==> src/rtl/mac4621_acc33_pkg.sv <==
// Shared constants and types for the mod-4621 multiply-accumulate stage.
// Sized so the unreduced dot product feeds the 33-bit centered reducer directly.
package mac4621_acc33_pkg;

   localparam int NTRU_Q          = 4621;
   localparam int NTRU_QH         = 2310;
   localparam int COEF_W          = 13;
   localparam int PROD_W          = 26;
   localparam int ACC_W           = 33;
   localparam int CNT_W           = 10;
   localparam int MAX_TERMS_LIMIT = 804;   // floor((2^32-1) / 2310^2)

   typedef enum logic {
      ST_IDLE  = 1'b0,
      ST_ACCUM = 1'b1
   } acc_state_e;

   function automatic logic signed [ACC_W-1:0] sext_prod(input logic signed [PROD_W-1:0] p);
      return {{(ACC_W-PROD_W){p[PROD_W-1]}}, p};
   endfunction

endpackage

==> src/rtl/mac4621_mul.sv <==
// Two-stage registered 13x13 signed multiplier (S1 operand capture, S2 product),
// carrying the term's valid and last tags alongside the data.
module mac4621_mul
   import mac4621_acc33_pkg::*;
(
   input  logic                     clk,
   input  logic                     Reset,
   input  logic                     valid_i,
   input  logic                     last_i,
   input  logic signed [COEF_W-1:0] a_i,
   input  logic signed [COEF_W-1:0] b_i,
   output logic                     valid_o,
   output logic                     last_o,
   output logic signed [PROD_W-1:0] prod_o
);

   logic signed [COEF_W-1:0] a_q, b_q;
   logic                     v1_q, l1_q;
   logic signed [PROD_W-1:0] prod_q, prod_d;
   logic                     v2_q, l2_q;
   logic signed [PROD_W-1:0] a_x, b_x;

   // Operands are widened before multiplying; even -4096*-4096 fits in 26 bits.
   always_comb begin
      a_x    = {{(PROD_W-COEF_W){a_q[COEF_W-1]}}, a_q};
      b_x    = {{(PROD_W-COEF_W){b_q[COEF_W-1]}}, b_q};
      prod_d = a_x * b_x;
   end

   always_ff @(posedge clk) begin
      if (Reset) begin
         a_q    <= '0;
         b_q    <= '0;
         v1_q   <= 1'b0;
         l1_q   <= 1'b0;
         prod_q <= '0;
         v2_q   <= 1'b0;
         l2_q   <= 1'b0;
      end else begin
         a_q    <= a_i;
         b_q    <= b_i;
         v1_q   <= valid_i;
         l1_q   <= valid_i & last_i;
         prod_q <= prod_d;
         v2_q   <= v1_q;
         l2_q   <= l1_q;
      end
   end

   assign valid_o = v2_q;
   assign last_o  = l2_q;
   assign prod_o  = prod_q;

endmodule

==> src/rtl/mac4621_acc33.sv <==
// Streaming signed dot-product accumulator for centered mod-4621 coefficients.
// state  | meaning
// IDLE   | no dot product open; next valid term loads the accumulator
// ACCUM  | dot product open; valid terms add until a last-tagged one emits
module mac4621_acc33
   import mac4621_acc33_pkg::*;
#(
   parameter int MAX_TERMS = 653
) (
   input  logic                     clk,
   input  logic                     Reset,
   input  logic                     in_valid,
   input  logic                     in_last,
   input  logic signed [COEF_W-1:0] in_a,
   input  logic signed [COEF_W-1:0] in_b,
   output logic                     out_valid,
   output logic signed [ACC_W-1:0]  out_sum,
   output logic [CNT_W-1:0]         out_count,
   output logic                     err_overflow
);

   if (MAX_TERMS < 1 || MAX_TERMS > MAX_TERMS_LIMIT) begin : g_bad_max_terms
      $error("mac4621_acc33: MAX_TERMS must be in 1..804");
   end

   localparam logic [CNT_W-1:0] MAX_CNT = CNT_W'(MAX_TERMS);

   logic                     s2_valid, s2_last;
   logic signed [PROD_W-1:0] s2_prod;

   mac4621_mul u_mul (
      .clk     (clk),
      .Reset   (Reset),
      .valid_i (in_valid),
      .last_i  (in_last),
      .a_i     (in_a),
      .b_i     (in_b),
      .valid_o (s2_valid),
      .last_o  (s2_last),
      .prod_o  (s2_prod)
   );

   acc_state_e              state_q;
   logic signed [ACC_W-1:0] acc_q, sum_d, prod_x;
   logic [CNT_W-1:0]        cnt_q, cnt_d;
   logic                    drop_d;
   logic                    out_valid_q, err_q;
   logic signed [ACC_W-1:0] out_sum_q;
   logic [CNT_W-1:0]        out_count_q;

   // A term past the limit is dropped: the running sum and count are carried unchanged.
   always_comb begin
      prod_x = sext_prod(s2_prod);
      drop_d = (state_q == ST_ACCUM) && (cnt_q == MAX_CNT);
      if (state_q == ST_IDLE) begin
         sum_d = prod_x;
         cnt_d = CNT_W'(1);
      end else if (drop_d) begin
         sum_d = acc_q;
         cnt_d = cnt_q;
      end else begin
         sum_d = acc_q + prod_x;
         cnt_d = cnt_q + CNT_W'(1);
      end
   end

   always_ff @(posedge clk) begin
      if (Reset) begin
         state_q     <= ST_IDLE;
         acc_q       <= '0;
         cnt_q       <= '0;
         out_valid_q <= 1'b0;
         out_sum_q   <= '0;
         out_count_q <= '0;
         err_q       <= 1'b0;
      end else begin
         out_valid_q <= 1'b0;
         if (s2_valid) begin
            if (drop_d) err_q <= 1'b1;
            if (s2_last) begin
               out_sum_q   <= sum_d;
               out_count_q <= cnt_d;
               out_valid_q <= 1'b1;
               state_q     <= ST_IDLE;
            end else begin
               acc_q   <= sum_d;
               cnt_q   <= cnt_d;
               state_q <= ST_ACCUM;
            end
         end
      end
   end

   assign out_valid    = out_valid_q;
   assign out_sum      = out_sum_q;
   assign out_count    = out_count_q;
   assign err_overflow = err_q;

endmodule

==> config.mk <==
export PLATFORM = sky130hd
export DESIGN_NAME = mac4621_acc33
export DESIGN_NICKNAME = d
export VERILOG_FILES = /design/src/rtl/mac4621_acc33_pkg.sv /design/src/rtl/mac4621_mul.sv /design/src/rtl/mac4621_acc33.sv
export SDC_FILE = /design/constraint.sdc
export NUM_CORES = 1
export LEC_CHECK = 0
export CAP_MARGIN = 20
export CELL_PAD_IN_SITES_DETAIL_PLACEMENT = 1
export CELL_PAD_IN_SITES_GLOBAL_PLACEMENT = 2
export CORE_ASPECT_RATIO = 0.7
export CORE_MARGIN = 4
export CORE_UTILIZATION = 41
export DETAILED_ROUTE_END_ITERATION = 10
export PLACE_DENSITY = 0.95
export SETUP_SLACK_MARGIN = 0.2
export SYNTH_ARGS = -nofsm -noshare
export SYNTH_HDL_FRONTEND = slang
export SYNTH_SLANG_ARGS = --single-unit
==> constraint.sdc <==
create_clock -name clk -period 16.9 [get_ports clk]
set_input_delay 4.225 -clock clk [delete_from_list [all_inputs] [get_ports clk]]
set_output_delay 4.225 -clock clk [all_outputs]
set_load 0.01 [all_outputs]
==> run metrics, run 1 <==
result of the run=finished clean; gpl congestion=0.920; total clock buffers created by CTS=17; aggregate negative setup slack=0 ns; DR pass1 iterations=5; die height=roughly 160 µm; Synth async-reset ratio=0%; count of unique library cells instantiated by Yosys=79; number of clock sinks=approximately 150; number of H-tree levels=4; area of combinational cells with multiple inputs=9890 µm²; net count of the mapped netlist=~1900; synth-to-layout area growth=11.5%; register clock-pin slew on the reported worst setup and hold paths=about 0.07 ns; antenna violations before repair=0; count of buffers inserted at the top-level ports=74; most numerous cell types in the synthesized netlist=199 x nand2_1, 198 x inv_1, 163 x fa_1; width of the die=around 230 µm; sequential fraction of the synthesis area=between 20% and 30%; residual overflow from global routing=0; f_max=156 MHz; quantity of hold-fixing buffers added after cts=0; data arrival time of the critical path=6.74 ns; total power of the final layout=between 1 and 1.5 mW; die area=between 30000 and 40000 µm²; worst reg2reg path depth=19; overall routing resource usage=around 23%; final-layout fill cell count=approximately 3800; final count of negative-setup-slack endpoints=0; area share of the largest cell type after synthesis=about a quarter; number of core rows=between 50 and 60; final-report max-slew violation count=0; fraction of final layout cells with drive strength greater than 1=under 10%; maximum root-to-sink buffer count=2; Pleak=6.95 nW; count of nets left with antenna violations after detail routing=0; Setup CP Type=reg -> reg; detailed placement HPWL=between 30000 and 40000 µm; average footprint of a synthesized cell=roughly 8.6 µm²; leading cell types by total area after synthesis=fa_1 24%, dfxtp_1 21%, ha_1 9.1%, nand2_1 5.4%, inv_1 5.4%; via count of the first global-routing pass=around 13000; TritonCTS clock tree=yes; initial standard-cell utilization of the core=42.2%; Detailed Route Iter0 Violations=679; largest net degree at the start of global routing=74; number of primary I/O pins=75; first-pass GRT wire length=66100 µm; Post-CTS Setup Inserts=0; per-cell routed wire length=between 15 and 20 µm; Setup Slack @ Placement=roughly 10 ns; count of final hold-check violations=0; data required time at the worst endpoint=approximately 17 ns; Syn Std Cell Area=around 14000 µm²; clock tree root buffer cell=clkbuf_16; slack of the critical path=roughly 11 ns; min cycle time layout=roughly 6.4 ns; kind of path behind the tightest hold check=reg -> reg; setup repair after global routing missed its margin=false; Via-to-Cell Ratio=5.58; CP Capture Type=register; warning count from the yosys run=0; nature of the critical path startpoint=register; footprint of the flip-flops and latches=roughly 2900 µm²; fin nets=a little under 2000; count leader, synth=nand2_1; area of the core region=around 33000 µm²; Clk Latency, worst-skew pair=about 0.47 ns; gate count of the mapped netlist=about 1600; maximum VDD drop=0.0653 mV; most common flop cell mapped by yosys=dfxtp_1; DRC viols=0; max-cap violations=0; number of gates given a new drive strength after cts=0; sum of routed wire length over all layers=between 30000 and 40000 µm; maximum clock skew at final layout=about 0.015 ns; number of vias after detailed routing=11600; PD cells=~86 nW/µm²; number of flops mapped to enable cells by yosys=0; Max Fanout on Critical Path=13; worst hold path depth=1; final period utilization=37.9%; transition time at the pin with the least slew margin=just over 1 ns; final core utilization=47.1%; final antenna diode count=0; largest area contributor in the synthesized netlist=fa_1; count of state elements after synthesis=145; relative slew slack=between 30% and 40%
critical path, stage by stage, from the launching register on:
cell	delay, ns
dfxtp_1	0.64
and2_1	0.24
inv_1	0.07
fa_1	0.55
inv_1	0.07
fa_1	0.81
inv_1	0.21
fa_1	0.53
inv_1	0.05
fa_1	0.46
fa_1	0.49
ha_1	0.31
ha_1	0.41
nand2_1	0.12
o21ai_0	0.20
a21oi_1	0.13
o21ai_0	0.29
o31a_1	0.25
o22a_1	0.15
mux2_1	0.32
metal layers:
layer | up-vias | GRT usage [%] | wire [µm]
li1 | 5392 | - | -
met1 | 5874 | 29.9 | 18600
met3 | 55 | 3.47 | 1600
met4 | 0 | 6.54 | 901
met5 | - | 0 | 0
met2 | 241 | 38.1 | 18900
path summary, 6_finish.rpt:
path	startpoint	end	slack [ns]
max	u_mul.a_q[12]	u_mul.prod_o[24]	10.50
min	u_mul.l1_q	u_mul.last_o	0.44
max reg2reg	u_mul.a_q[12]	u_mul.prod_o[24]	10.50
min reg2reg	u_mul.l1_q	u_mul.last_o	0.44
sequential cells by signal, indices dropped and copies added, names as in the netlist:
name,flops
u_mul.a_q,13
u_mul.last_o,1
out_sum,33
acc_q,33
u_mul.v1_q,1
err_overflow,1
u_mul.l1_q,1
u_mul.valid_o,1
u_mul.prod_o,26
state_q,1
cnt_q,10
u_mul.b_q,13
out_count,10
out_valid,1
cell families after synthesis:
kind of cell / Yosys count / synth area share, %
simple gates: 547 / 19.4
xor+xnor: 39 / 2.47
flops: 145 / 21.0
compound gates: 323 / 15.7
buf+inv: 281 / 7.82
fa+ha+maj: 264 / 32.7
mux: 13 / 0.949
cells in the final DEF (no fill, tap or decap), types with 4 or more instances in the layout:
cell type        synthesis  layout
o21bai_1                 5       5
and2_1                  87      87
nor3_1                  22      22
a32o_1                   6       6
xor2_1                  15      15
ha_1                   101     101
clkdlybuf4s50_1          0      73
fa_1                   163     163
and4_1                   4       4
inv_8                    0       4
a211oi_1                 7       7
nor4_1                   7       7
xnor2_1                 24      24
or3_1                   14      14
o31ai_1                 13      13
nand2_1                199     199
inv_6                    0       8
nand3_1                 35      35
nand4_1                  8       8
nand2b_1                13      12
nor2_1                  89      89
mux2i_1                 12      12
dfxtp_1                145     144
o211ai_1                17      17
a211o_1                  4       4
a21oi_1                 82      81
a21boi_0                 4       4
or2_2                    4       4
a31oi_1                 11      11
a21o_1                  22      22
inv_1                  198     198
and3_1                  11      11
buf_4                    1      10
o21ai_0                 75      75
clkbuf_16                0      17
nor2b_1                 42      41
o21a_1                  14      14
a22o_1                  10      10
where the power goes:
part / internal [mW] / switching (mW) / leakage, nW
clock: 0.195 / 0.188 / 0.278
sequential: 0.369 / 0.0403 / 1.18
combinational: 0.220 / 0.320 / 5.49
total: 0.784 / 0.549 / 6.95
metrics by stage:
step / hold WS [ns] / cell area, µm² / instances
after floorplan: 0.414 / 13800 / 1612
after global placement: 0.419 / 14900 / 2040
after detailed placement: 0.433 / 14900 / 2040
after CTS: 0.445 / 15400 / 2072
after global routing: 0.452 / 15400 / 2073
final: 0.439 / 15400 / 2073
cell type report:
class | count | share of cell area (%)
multi-input cells | 1186 | 64.0
flip-flops and latches | 145 | 18.8
repair buffers | 84 | 5.25
inverters | 199 | 4.84
well taps | 427 | 3.46
clock buffers | 17 | 2.75
clock inverters | 15 | 0.883
Note: power is estimated with default switching activity, not from simulation.
==> inputs of run 2 (changes only) <==
--- a/config.mk
+++ b/config.mk
@@ -10,9 +10,9 @@
 export CELL_PAD_IN_SITES_GLOBAL_PLACEMENT = 2
 export CORE_ASPECT_RATIO = 0.7
 export CORE_MARGIN = 4
-export CORE_UTILIZATION = 41
+export CORE_UTILIZATION = 38
 export DETAILED_ROUTE_END_ITERATION = 10
-export PLACE_DENSITY = 0.95
+export PLACE_DENSITY = 0.91
 export SETUP_SLACK_MARGIN = 0.2
 export SYNTH_ARGS = -nofsm -noshare
 export SYNTH_HDL_FRONTEND = slang
==> constraint.sdc (replaced) <==
create_clock -name clk -period 6.6 [get_ports clk]
set_input_delay 1.65 -clock clk [delete_from_list [all_inputs] [get_ports clk]]
set_output_delay 1.65 -clock clk [all_outputs]
set_load 0.01 [all_outputs]
==> run 2 against run 1 <==
Net effect:
- clock skew fell by 0.0021 ns
- register-to-register slack got worse by 9.9 ns
- cell count rose by 2.8%
- total power grew to 2.6 times the previous value
- routed wire length down 2.4%
- final area grew 1.0%
- via count shrank 2.0%
- highest routed layer unchanged
==> run metrics, run 2 (synthesis results as in run 1) <==
total clock buffers created by CTS=17; number of H-tree levels=4; maximum VDD drop=about 0.16 mV; reg-to-reg setup timing slack=roughly 0.57 ns; number of primary I/O pins=75; clock tree root buffer cell=clkbuf_16; count of final hold-check violations=0; initial standard-cell utilization of the core=38.5%; antenna violations before repair=0; gpl congestion=0.914; Via-to-Cell Ratio=approximately 5.3; final core utilization=~43%; Post-CTS Setup Inserts=0; maximum clock skew at final layout=~0.013 ns; final period utilization=between 90% and 100%; f_max=roughly 170 MHz; relative slew slack=45.2%; Max Fanout on Critical Path=13; nature of the critical path startpoint=register; fraction of final layout cells with drive strength greater than 1=about 4.7%; TritonCTS clock tree=yes; residual overflow from global routing=0; setup repair after global routing missed its margin=false; number of vias after detailed routing=~11000; die height=approximately 170 µm; number of core rows=58; PD cells=220 nW/µm²; final antenna diode count=0; via count of the first global-routing pass=around 12000; kind of path behind the tightest hold check=reg -> reg; max-cap violations=0; count of nets left with antenna violations after detail routing=0; non-filler cells in the finished layout=between 2000 and 2500; Cell Count Post-Placement=between 2000 and 2500; sum of routed wire length over all layers=slightly below 40000 µm; per-cell routed wire length=18.3 µm; most common library cell in the layout ignoring fill and taps=nand2_1; die area=about 40000 µm²; maximum root-to-sink buffer count=2; count of buffers inserted at the top-level ports=74; largest net degree at the start of global routing=between 60 and 70; Pleak=~7 nW; result of the run=finished clean; data required time at the worst endpoint=6.93 ns; overall routing resource usage=around a fifth; fin nets=1933; transition time at the pin with the least slew margin=0.822 ns; data arrival time of the critical path=roughly 6.4 ns; Clk Latency, worst-skew pair=about 0.46 ns; DR pass1 iterations=5; CP Capture Type=register; synth-to-layout area growth=12.7%; width of the die=between 200 and 250 µm; Setup CP Type=reg -> reg; number of clock sinks=about 150; DRC viols=0; register clock-pin slew on the reported worst setup and hold paths=about 0.07 ns; area of the core region=35900 µm²; first-pass GRT wire length=between 60000 and 70000 µm; total non-filler cell area in the finished layout=~16000 µm²; aggregate negative setup slack=0 ns; detailed placement HPWL=about 30000 µm; min cycle time layout=6.03 ns; most used cells in the layout excluding fill and tap cells=199 x nand2_1, 198 x inv_1, 162 x fa_1; cell area reported after detailed placement=~15000 µm²; final-report max-slew violation count=0; Detailed Route Iter0 Violations=~570; final count of negative-setup-slack endpoints=0
## run 2: final timing paths
kind,startpoint,end,cells past startpoint
setup reg to reg,u_mul.b_q[2],u_mul.prod_o[24],19
hold / removal,u_mul.l1_q,u_mul.last_o,1
hold reg to reg,u_mul.l1_q,u_mul.last_o,1
setup / recovery,u_mul.b_q[2],u_mul.prod_o[24],19
## run 2: timing repair
action / 4_1_cts / 5_1_grt
endpoints found under the setup margin: 0 / 4
hold buffers: 0 / 0
resized for setup: 0 / 4
## run 2: power by group
part,internal (mW),switching (mW),leakage (nW),total [mW]
clock,0.579,0.448,0.296,1.03
sequential,0.945,0.0973,1.18,1.04
combinational,0.560,0.797,5.51,1.36
## run 2: per-layer routing
| metal | track usage [%] | wire length, µm | up-vias |
|---|---|---|---|
| li1 | - | - | 5391 |
| met1 | 27.7 | 18400 | 5714 |
| met2 | 34.7 | 18600 | 179 |
| met3 | 2.52 | 1420 | 41 |
| met4 | 4.26 | 509 | 0 |
| met5 | 0 | 0 | - |
## run 2: through the flow
stage / total power [mW] / setup slack [ns] / hold WS (ns)
2_1_floorplan: 2.05 / 0.970 / 0.414
3_3_place_gp: 2.35 / 0.626 / 0.418
3_5_place_dp: 2.40 / 0.390 / 0.425
4_1_cts: 3.47 / 0.287 / 0.440
5_1_grt: 3.69 / 0.231 / 0.450
6_report: 3.43 / 0.569 / 0.440
## run 2: area by class of cell
cell class | count | area (µm²)
clock inverters | 14 | 169
flip-flops and latches | 145 | 2910
fillers | 4220 | 20300
repair buffers | 90 | 858
multi-input cells | 1186 | 9880
well taps | 480 | 601
clock buffers | 18 | 439
inverters | 199 | 747
## run 2: worst max-delay path, cell delays in order (launching register included)
cell and delay, ns:
dfxtp_2 0.48, and2_1 0.23, inv_1 0.08, fa_1 0.54
inv_1 0.06, fa_2 0.67, inv_1 0.14, fa_1 0.50
inv_1 0.05, fa_1 0.46, fa_1 0.49, ha_1 0.33
ha_1 0.41, nand2_1 0.12, o21ai_0 0.25, a21oi_1 0.13
o21ai_0 0.25, o31a_1 0.22, o22a_1 0.15, mux2_1 0.32
